--- src/rtl/tetris_pkg.sv ---
// Shared playfield constants and collision-checker state encoding.
// The field writer and the game FSM use the same geometry and state values.
//   FIELD_W / FIELD_H : playfield size in cells; field bit = row*FIELD_W + col
//   BLK               : block matrix edge; matrix bit i = (row i/BLK, col i%BLK)
//   FIELD_BITS        : width of the flat playfield bitmap
//   IDLE / SCAN / DONE: 2-bit state encoding of the collision checker
package tetris_pkg;

  localparam int FIELD_W    = 20;
  localparam int FIELD_H    = 20;
  localparam int BLK        = 4;
  localparam int FIELD_BITS = 400;

  localparam logic [1:0] IDLE = 2'd0;
  localparam logic [1:0] SCAN = 2'd1;
  localparam logic [1:0] DONE = 2'd2;

  typedef enum logic [1:0] {
    S_IDLE = IDLE,
    S_SCAN = SCAN,
    S_DONE = DONE
  } chk_state_t;

endpackage

--- src/rtl/block_collision_check.sv ---
// Sequential collision test of a 4x4 candidate block against the playfield.
// One block cell is evaluated per clock through a single shared field mux,
// so a check always takes 16 scan cycles followed by one DONE cycle.
//
// state | meaning
// ------+-------------------------------------------------------------
// IDLE  | waiting for start; results of the last check are held
// SCAN  | evaluating cell idx (0..15), one per clock
// DONE  | done pulse cycle; returns to IDLE on the next edge
//
// Ports:
//   clk          in   system clock, rising edge
//   rst_n        in   synchronous active-low reset
//   start        in   request a check (ignored while busy)
//   cand_x       in   [4:0]   candidate column
//   cand_y       in   [4:0]   candidate row
//   cand_matrix  in   [15:0]  candidate cells, bit 0 = top-left
//   field        in   [399:0] playfield bitmap, must be stable while busy
//   busy         out  check in progress
//   done         out  one-cycle completion pulse
//   collide      out  any set cell overlaps the field or is out of bounds
//   oob          out  any set cell is out of bounds
//   hit_mask     out  [15:0] per-cell hit flags
module block_collision_check
  import tetris_pkg::*;
(
  input  logic                  clk,
  input  logic                  rst_n,
  input  logic                  start,
  input  logic [4:0]            cand_x,
  input  logic [4:0]            cand_y,
  input  logic [15:0]           cand_matrix,
  input  logic [FIELD_BITS-1:0] field,
  output logic                  busy,
  output logic                  done,
  output logic                  collide,
  output logic                  oob,
  output logic [15:0]           hit_mask
);

  chk_state_t state, state_nxt;

  logic [4:0]  x_q, y_q;
  logic [15:0] m_q;
  logic [3:0]  idx;

  logic [5:0]  px, py;
  logic        cell_in;
  logic [8:0]  fidx;
  logic        field_bit;
  logic        cell_hit;
  logic        cell_oob;

  // Cell evaluation. Coordinates are widened to 6 bits so x=31 plus col=3
  // reads as 34 (out of bounds) instead of wrapping back into the field.
  always_comb begin
    px        = {1'b0, x_q} + {4'b0, idx[1:0]};
    py        = {1'b0, y_q} + {4'b0, idx[3:2]};
    cell_in   = (px < 6'(FIELD_W)) && (py < 6'(FIELD_H));
    fidx      = 9'd0;
    field_bit = 1'b0;
    if (cell_in) begin
      fidx      = {4'b0, py[4:0]} * 9'(FIELD_W) + {4'b0, px[4:0]};
      field_bit = field[fidx];
    end
    cell_hit  = m_q[idx] & (~cell_in | field_bit);
    cell_oob  = m_q[idx] & ~cell_in;
  end

  always_ff @(posedge clk) begin
    if (!rst_n) state <= S_IDLE;
    else        state <= state_nxt;
  end

  always_comb begin
    state_nxt = state;
    case (state)
      S_IDLE:  if (start)        state_nxt = S_SCAN;
      S_SCAN:  if (idx == 4'd15) state_nxt = S_DONE;
      S_DONE:                    state_nxt = S_IDLE;
      default:                   state_nxt = S_IDLE;
    endcase
  end

  always_ff @(posedge clk) begin
    if (!rst_n) begin
      busy     <= 1'b0;
      done     <= 1'b0;
      collide  <= 1'b0;
      oob      <= 1'b0;
      hit_mask <= 16'h0000;
      idx      <= 4'd0;
      x_q      <= 5'd0;
      y_q      <= 5'd0;
      m_q      <= 16'h0000;
    end else begin
      case (state)
        S_IDLE: begin
          if (start) begin
            x_q      <= cand_x;
            y_q      <= cand_y;
            m_q      <= cand_matrix;
            collide  <= 1'b0;
            oob      <= 1'b0;
            hit_mask <= 16'h0000;
            idx      <= 4'd0;
            busy     <= 1'b1;
          end
        end
        S_SCAN: begin
          hit_mask[idx] <= cell_hit;
          collide       <= collide | cell_hit;
          oob           <= oob | cell_oob;
          idx           <= idx + 4'd1;
          if (idx == 4'd15) done <= 1'b1;
        end
        S_DONE: begin
          done <= 1'b0;
          busy <= 1'b0;
        end
        default: begin
          done <= 1'b0;
          busy <= 1'b0;
        end
      endcase
    end
  end

endmodule

--- config.mk ---
export PLATFORM = sky130hd
export DESIGN_NAME = block_collision_check
export DESIGN_NICKNAME = d
export VERILOG_FILES = /design/src/rtl/tetris_pkg.sv /design/src/rtl/block_collision_check.sv
export SDC_FILE = /design/constraint.sdc
export NUM_CORES = 1
export LEC_CHECK = 0
export BUFFER_PORTS_ARGS = -buffer_cell sky130_fd_sc_hd__buf_2
export CORE_AREA = 2 2 173 175
export CTS_BUF_LIST = sky130_fd_sc_hd__clkbuf_16
export CTS_CLUSTER_DIAMETER = 40
export DETAILED_ROUTE_END_ITERATION = 10
export DIE_AREA = 0 0 175 177
export PLACE_DENSITY_LB_ADDON = 0.25
export SLEW_MARGIN = 20
export SYNTH_ARGS = -nofsm -noshare
export SYNTH_HDL_FRONTEND = slang
export SYNTH_SLANG_ARGS = --single-unit
--- constraint.sdc ---
create_clock -name clk -period 5.2 [get_ports clk]
set_clock_uncertainty 0.15 [all_clocks]
set_input_delay 0.52 -clock clk [delete_from_list [all_inputs] [get_ports clk]]
set_output_delay 0.52 -clock clk [all_outputs]
set_load 0.05 [all_outputs]
==> summary.md, run 1 <==
| Metric | Value |
|---|---|
| Routed wire length per instance | 21.84 microns |
| Routability cong. | 0.9483 |
| Hpwl dp | 26.97 mm |
| Worst hold path class | reg -> reg |
| Total Power | 1.763 mW |
| Die W | 175 microns |
| Ys flop type | dfxtp_1 |
| Vias | 6,964 |
| Vias in the first global route | 7,054 |
| Vert. Die Dim | 177 microns |
| Final Hold Viols | 0 |
| Grt total ovfl | 0 |
| Post_cts resized | 0 |
| DR DRC count | 0 |
| Yosys Warn Count | 0 |
| CTS Buf Count | 5 |
| Vias per cell | 4.833 |
| Non-Filler Instances | 1,441 |
| Leak | 3.994 nW |
| CTS Sinks | 52 |
| Pre-CTS setup slack | 0.3843 ns |
| Critical path startpoint category | flop |
| Synth Instances | 621 |
| Worst Slack Setup Final | 0.4794 ns |
| Crit-path max FO | 17 |
| Setup Fix Bufs, Post-CTS | 0 |
| Share of post-route cells with drive strength above 1 | 0.5994 |
| Drt total wl | 31.47 mm |
| Post-synth EDFFs | 0 |
| Clk buf depth | 2 |
| Cell mode on critical path | ha_1 |
| Clock slew at reported path FFs | 0.08 ns |
| Global-route wire length before repair | 44.94 mm |
| Seq/Total Area, Yosys | 0.1638 |
| Most common cell after layout, fill and taps aside | buf_2 |
| RSZ-0062 raised after global routing | no |
| Ports | 449 |
| Worst endpoint required time | 5.23 ns |
| Most frequent cells in the layout | 448 x buf_2, 100 x mux4_2, 97 x nand2_1, 52 x dfxtp_1 |
| DRT Pass-1 Iters | 5 |
| FMAX | 211.8 MHz |
| Worst EP arrival | 4.75 ns |
| Synth async-reset ratio | 0 |
| Core area | 29,240 sq um |
| CTS tree | yes |
| Slew Viols, Final | 0 |
| Post-route minimum period | 4.721 ns |
| Post-synth cell types | 67 |
| Outcome | completed |
| DP Cell Count | 1,418 |
| Final Cycle Share | 0.9078 |
| Setup violators final | 0 |
| Pwr dens | 191.9 nW/um^2 |
| Port bufs | 448 |
| Max VDD drop | 0.0001162 V |
| Crit-path max cell delay | 0.46 ns |
| Initial Util | 0.2173 |
| Die area | 30,980 sq um |
| GRT Util Overall | 0.1961 |
| Worst rel slew slack | 0.3925 |
| Antenna-violating nets left | 0 |
| Setup TNS Final | 0 ns |
| Post-Syn Area | 6356 sq um |
| Synthesized Nets | 1,071 |
| Num rows | 63 |
| H-Tree Depth | 2 |
| CTS root buffer | clkbuf_16 |
| Clock Latency Late Sink | 0.29 ns |
| Layout area overhead | 44.53% |
| Hold_buf cts | 0 |
| Worst slew pin tran | 0.9113 ns |
| Initial antenna violation count | 18 |
| Nets@finish | 1,485 |
| Crit. End Element | flop |
| Crit path kind | reg -> reg |
| Slowest stage cell, crit path | fa_1 |
| Syn_area_per_cell | 10.24 sq um |
| Detailed Route Iter0 Violations | 468 |
| Largest net degree at the start of global routing | 44 |
| CP cell instances | ha_1 > fa_1 > xor2_1 > ha_1 > ha_1 > xor2_4 > buf_4 > nand2_1 > or3_1 > and4_1 > a32o_1 > o2111a_2 > o311ai_4 > buf_4 > o21ai_0 |
| Fin util | 0.3141 |
| #FFs+latches synth | 52 |
| Max Cap Viol | 0 |
-- cell usage after synthesis, drive strengths merged, types with 3 or more instances --
cell | count | area (sq um)
mux4 | 100 | 2252
nand2 | 97 | 364.1
dfxtp | 52 | 1041
buf | 33 | 235.2
a21boi | 28 | 210.2
clkbuf | 28 | 105.1
nand3 | 28 | 140.1
o21ai | 24 | 153.9
mux2 | 22 | 247.7
nor2 | 18 | 67.56
ha | 17 | 212.7
nor3 | 13 | 70.07
o22ai | 13 | 81.33
nand2b | 12 | 75.07
mux2i | 11 | 122.6
a21oi | 9 | 45.04
inv | 9 | 33.78
xnor2 | 9 | 78.83
and2 | 8 | 50.05
nor2b | 7 | 43.79
a31oi | 6 | 37.54
nand4 | 6 | 37.54
a211oi | 4 | 30.03
a32o | 4 | 40.04
fa | 4 | 80.08
nor3b | 4 | 30.03
or2 | 4 | 25.03
or3 | 4 | 25.02
xor2 | 4 | 35.03
and3 | 3 | 18.77
nor4 | 3 | 18.77
o311ai | 3 | 43.80
-- layer usage --
metal | vias to the layer above | track usage | share of wire
met4 | 8 | 0.02153 | 0.0042
met1 | 3347 | 0.2759 | 0.45
li1 | 3277 | - | -
met5 | - | 0 | 0.0018
met3 | 19 | 0.04961 | 0.095
met2 | 313 | 0.3127 | 0.45
-- stage by stage --
stage	cell area (sq um)	hold slack [ns]
detailed placement	8995	0.3074
finish	9186	0.3133
floorplan	6356	0.2902
global route	9159	0.3270
CTS	9149	0.3190
global placement	8995	0.3011
-- kinds of logic after synthesis --
group	after synthesis	synth area share
multiplexers	133	0.4126
adder cells (fa/ha/maj)	21	0.04606
AND/OR/NAND/NOR	214	0.1610
AO/OA/AOI/OAI	117	0.1362
buffers and inverters	70	0.05886
flip-flops	52	0.1638
XOR/XNOR	14	0.02146
-- area by class of cell --
| cell class | count | area (sq um) |
|---|---|---|
| diodes | 15 | 37.54 |
| clock buffers | 5 | 125.1 |
| clock inverters | 3 | 28.78 |
| fillers | 3103 | 20060 |
| inverters | 9 | 33.78 |
| multi-input cells | 499 | 5002 |
| flip-flops and latches | 52 | 1041 |
| well taps | 390 | 488.0 |
| repair buffers | 468 | 2430 |
-- report_power, final --
part	total [mW]	internal (mW)	switching (mW)	leakage, nW
Clock	0.350	0.186	0.164	0.0768
Combinational	0.989	0.500	0.489	3.49
Sequential	0.424	0.413	0.0112	0.424
-- sequential cells by signal, summed over array words and instances, names as in the netlist --
| signal | flops |
|---|---|
| busy | 1 |
| done | 1 |
| x_q | 5 |
| oob | 1 |
| idx | 4 |
| state | 2 |
| collide | 1 |
| hit_mask | 16 |
| m_q | 16 |
| y_q | 5 |
-- worst max-delay path, delay by kind of cell (launching register included) --
| kind | cells | cell delay, ns |
|---|---|---|
| adder cells (fa/ha/maj) | 4 | 1.42 |
| AO/OA/AOI/OAI | 4 | 0.91 |
| AND/OR/NAND/NOR | 3 | 0.68 |
| buffers and inverters | 2 | 0.57 |
| XOR/XNOR | 2 | 0.55 |
| flip-flops | 1 | 0.33 |
-- final timing paths --
check,start,endpoint,slack (ns),depth (start not counted)
min reg2reg,m_q[15],m_q[15],0.31,2
max reg2reg,y_q[0],hit_mask[1],0.48,15
max,y_q[0],hit_mask[1],0.48,15
min,m_q[15],m_q[15],0.31,2
No activity file was read; power rests on OpenSTA's default activity.
==> run 2: changes to the inputs <==
clock period = 4.5 ns   (was 5.2 ns; I/O delays follow)
==> run 2 against run 1 <==
Final area is 4.5% higher. Register-to-register slack got worse by 0.36 ns. Cell count up 1.4%. Sequential cell count did not move. Global-route usage hardly changed. Die area stayed put. Core utilization up 1.4 points. Critical path depth up 2. Critical endpoint is now hit_mask[9]. Largest power group unchanged.
==> summary.md, run 2 (synthesis gave the netlist of run 1 again) <==
| Metric | Value |
|---|---|
| Outcome | completed |
| Hold_buf cts | 0 (unchanged) |
| Design area | 9598 sq um (+4.5%) |
| Routed wire length per instance | 21.90 microns (+0.28%) |
| Post-route minimum period | 4.377 ns (-0.3434 ns) |
| Largest net degree at the start of global routing | 42 (-4.5%) |
| Setup violators final | 0 (unchanged) |
| Antenna-violating nets left | 0 (unchanged) |
| CTS Buf Count | 5 (unchanged) |
| GRT Util Overall | 0.1962 (about the same) |
| Pre-CTS setup slack | -0.02177 ns (-0.4061 ns) |
| Worst Slack Setup Final | 0.1228 ns (-0.3566 ns) |
| Final Hold Viols | 0 (unchanged) |
| Logic pwr share | 0.575 (+0.014) |
| Crit. End Element | flop |
| FMAX | 228.5 MHz (+7.8%) |
| Switching Fraction | 0.3551 (-0.02175) |
| Worst endpoint required time | 4.53 ns (-0.70 ns) |
| Crit-path max FO | 6 (-11) |
| Layout area overhead | 51.00% |
| Core area | 29,240 sq um (unchanged) |
| Initial antenna violation count | 12 (-6) |
| Final Cycle Share | 0.9727 (+0.06490) |
| CTS root buffer | clkbuf_16 |
| Worst Setup SP | x_q[0] |
| DRT Pass-1 Iters | 5 (unchanged) |
| Clk buf depth | 2 (unchanged) |
| Die W | 175 microns (unchanged) |
| Max Cap Viol | 0 (unchanged) |
| Clock slew at reported path FFs | 0.07 ns (about the same) |
| Max VDD drop | 0.0002147 V (+85%) |
| Port bufs | 448 (unchanged) |
| Global-route wire length before repair | 45.34 mm (+0.89%) |
| Share of post-route cells with drive strength above 1 | 0.6266 (+0.02722) |
| Die area | 30,980 sq um (unchanged) |
| Initial Util | 0.2173 (unchanged) |
| # fillers | 3,079 (-0.77%) |
| R2R Setup Slk | 0.12 ns (-0.36 ns) |
| Top flop regs | hit_mask x16, m_q x16 |
| CTS Sinks | 52 (unchanged) |
| Routability cong. | 0.9656 (+1.8%) |
| Crit path kind | reg -> reg |
| CTS tree | yes |
| Vias per cell | 4.967 (+2.8%) |
| Worst slew pin tran | 0.9630 ns (+0.05170 ns) |
| Leak | 4.213 nW (+5.5%) |
| Grt total ovfl | 0 (unchanged) |
| RSZ-0062 raised after global routing | yes |
| Drt total wl | 31.99 mm (+1.7%) |
| Nets@finish | 1,515 (+2.0%) |
| Hold path start | cand_x[4] |
| NetSw | 0.7650 mW (+15%) |
| Num rows | 63 (unchanged) |
| Ports | 449 (unchanged) |
| DP Area | 9188 sq um (+2.1%) |
| H-Tree Depth | 2 (unchanged) |
| Most frequent cells in the layout | 448 x buf_2, 100 x mux4_2, 95 x nand2_1, 50 x dfxtp_1, 39 x buf_4 |
| Worst hold path class | in -> reg |
| Hpwl dp | 27.72 mm (+2.8%) |
| DR DRC count | 0 (unchanged) |
| Critical R2R Launch | x_q[0] |
| Slew Viols, Final | 0 (unchanged) |
| Vert. Die Dim | 177 microns (unchanged) |
| Clk network pwr share | 0.196 (-0.002) |
| Vias in the first global route | 7,118 (+0.91%) |
| Most common cell after layout, fill and taps aside | buf_2 |
| Detailed Route Iter0 Violations | 512 (+9.4%) |
| Internal Power | 1.389 mW (+26%) |
| Worst EP arrival | 4.41 ns (-0.34 ns) |
| Worst rel slew slack | 0.3580 (-0.03446) |
| Clock Latency Late Sink | 0.28 ns (about the same) |
| Critical path startpoint category | flop |
| Reg power frac | 0.228 (-0.012) |
| Pwr dens | 224.5 nW/um^2 (+17%) |
| Vias | 7,257 (+4.2%) |
==> run 2: cell count changes in the layout (fill, tap and decap cells not counted), moves of 3 or more <==
cell     previous run  this run
buf_4              17        39
o21ai_0            15        12
buf_12              3         7
diode_2            15         5
==> run 2: area by class of cell <==
| cell class | count | area [sq um] | share of cell area |
|---|---|---|---|
| Clock buffer | 5 | 125.1 | 0.01304 |
| Inverter | 9 | 33.78 | 0.003520 |
| Multi-Input combinational cell | 499 | 5109 | 0.5323 |
| Timing Repair Buffer | 498 | 2748 | 0.2863 |
| Sequential cell | 52 | 1044 | 0.1087 |
| Clock inverter | 3 | 38.79 | 0.004041 |
| Antenna cell | 5 | 12.51 | 0.001304 |
| Tap cell | 390 | 488.0 | 0.05084 |
==> run 2: metrics by stage <==
step	utilization	std cells	power, mW	TNS, ns	hold WS, ns
global route	0.3279	1457	2.287	-0.1063	0.2672
floorplan	-	621	1.212	0	0.2902
finish	0.3282	1461	2.154	0	0.2578
CTS	0.3215	1450	2.142	0	0.2588
detailed placement	0.3142	1437	1.701	-0.04347	0.3066
global placement	0.3142	1437	1.706	0	0.3014
==> run 2: metal layers <==
layer | wire length (microns) | vias to the layer above | share of wire | GRT usage
met5 | 31 | - | 0.00097 | 0
met4 | 279 | 6 | 0.0087 | 0.01493
met2 | 14980 | 360 | 0.47 | 0.3236
li1 | - | 3326 | - | -
met3 | 2718 | 31 | 0.085 | 0.04532
met1 | 13980 | 3534 | 0.44 | 0.2727
==> run 2: path summary, 6_finish.rpt <==
check,endpoint,cells past startpoint
worst min register to register,m_q[15],2
worst max register to register,hit_mask[9],17
worst min-delay path,x_q[4],3
worst max-delay path,hit_mask[9],17
==> run 2: repair_timing <==
item                                   4_1_cts  5_1_grt
gates resized for setup                      4       26
setup endpoints to repair                   12       17
pin swaps                                    2        7
buffers inserted                             5        4
cloned                                       0        2
endpoints found under the hold margin        0        0
==> run 2: power groups by stage <==
stage	combinational, mW	sequential [mW]	clock, mW
floorplan	0.711	0.501	0
global placement	1.20	0.501	0
detailed placement	1.20	0.502	0
CTS	1.22	0.492	0.433
global route	1.34	0.494	0.455
finish	1.24	0.492	0.423
==> run 2: critical path: stages, from the launching register on <==
cell       delay, ns
dfxtp_2         0.35
ha_4            0.15
inv_2           0.03
fa_4            0.48
buf_4           0.17
nor2_1          0.13
xor2_1          0.26
ha_4            0.28
xor2_4          0.26
mux4_2          0.57
mux2i_4         0.19
a21oi_2         0.09
a32o_2          0.28
o2111a_2        0.28
o311ai_4        0.22
buf_6           0.17
clkbuf_16       0.15
o21ai_2         0.05
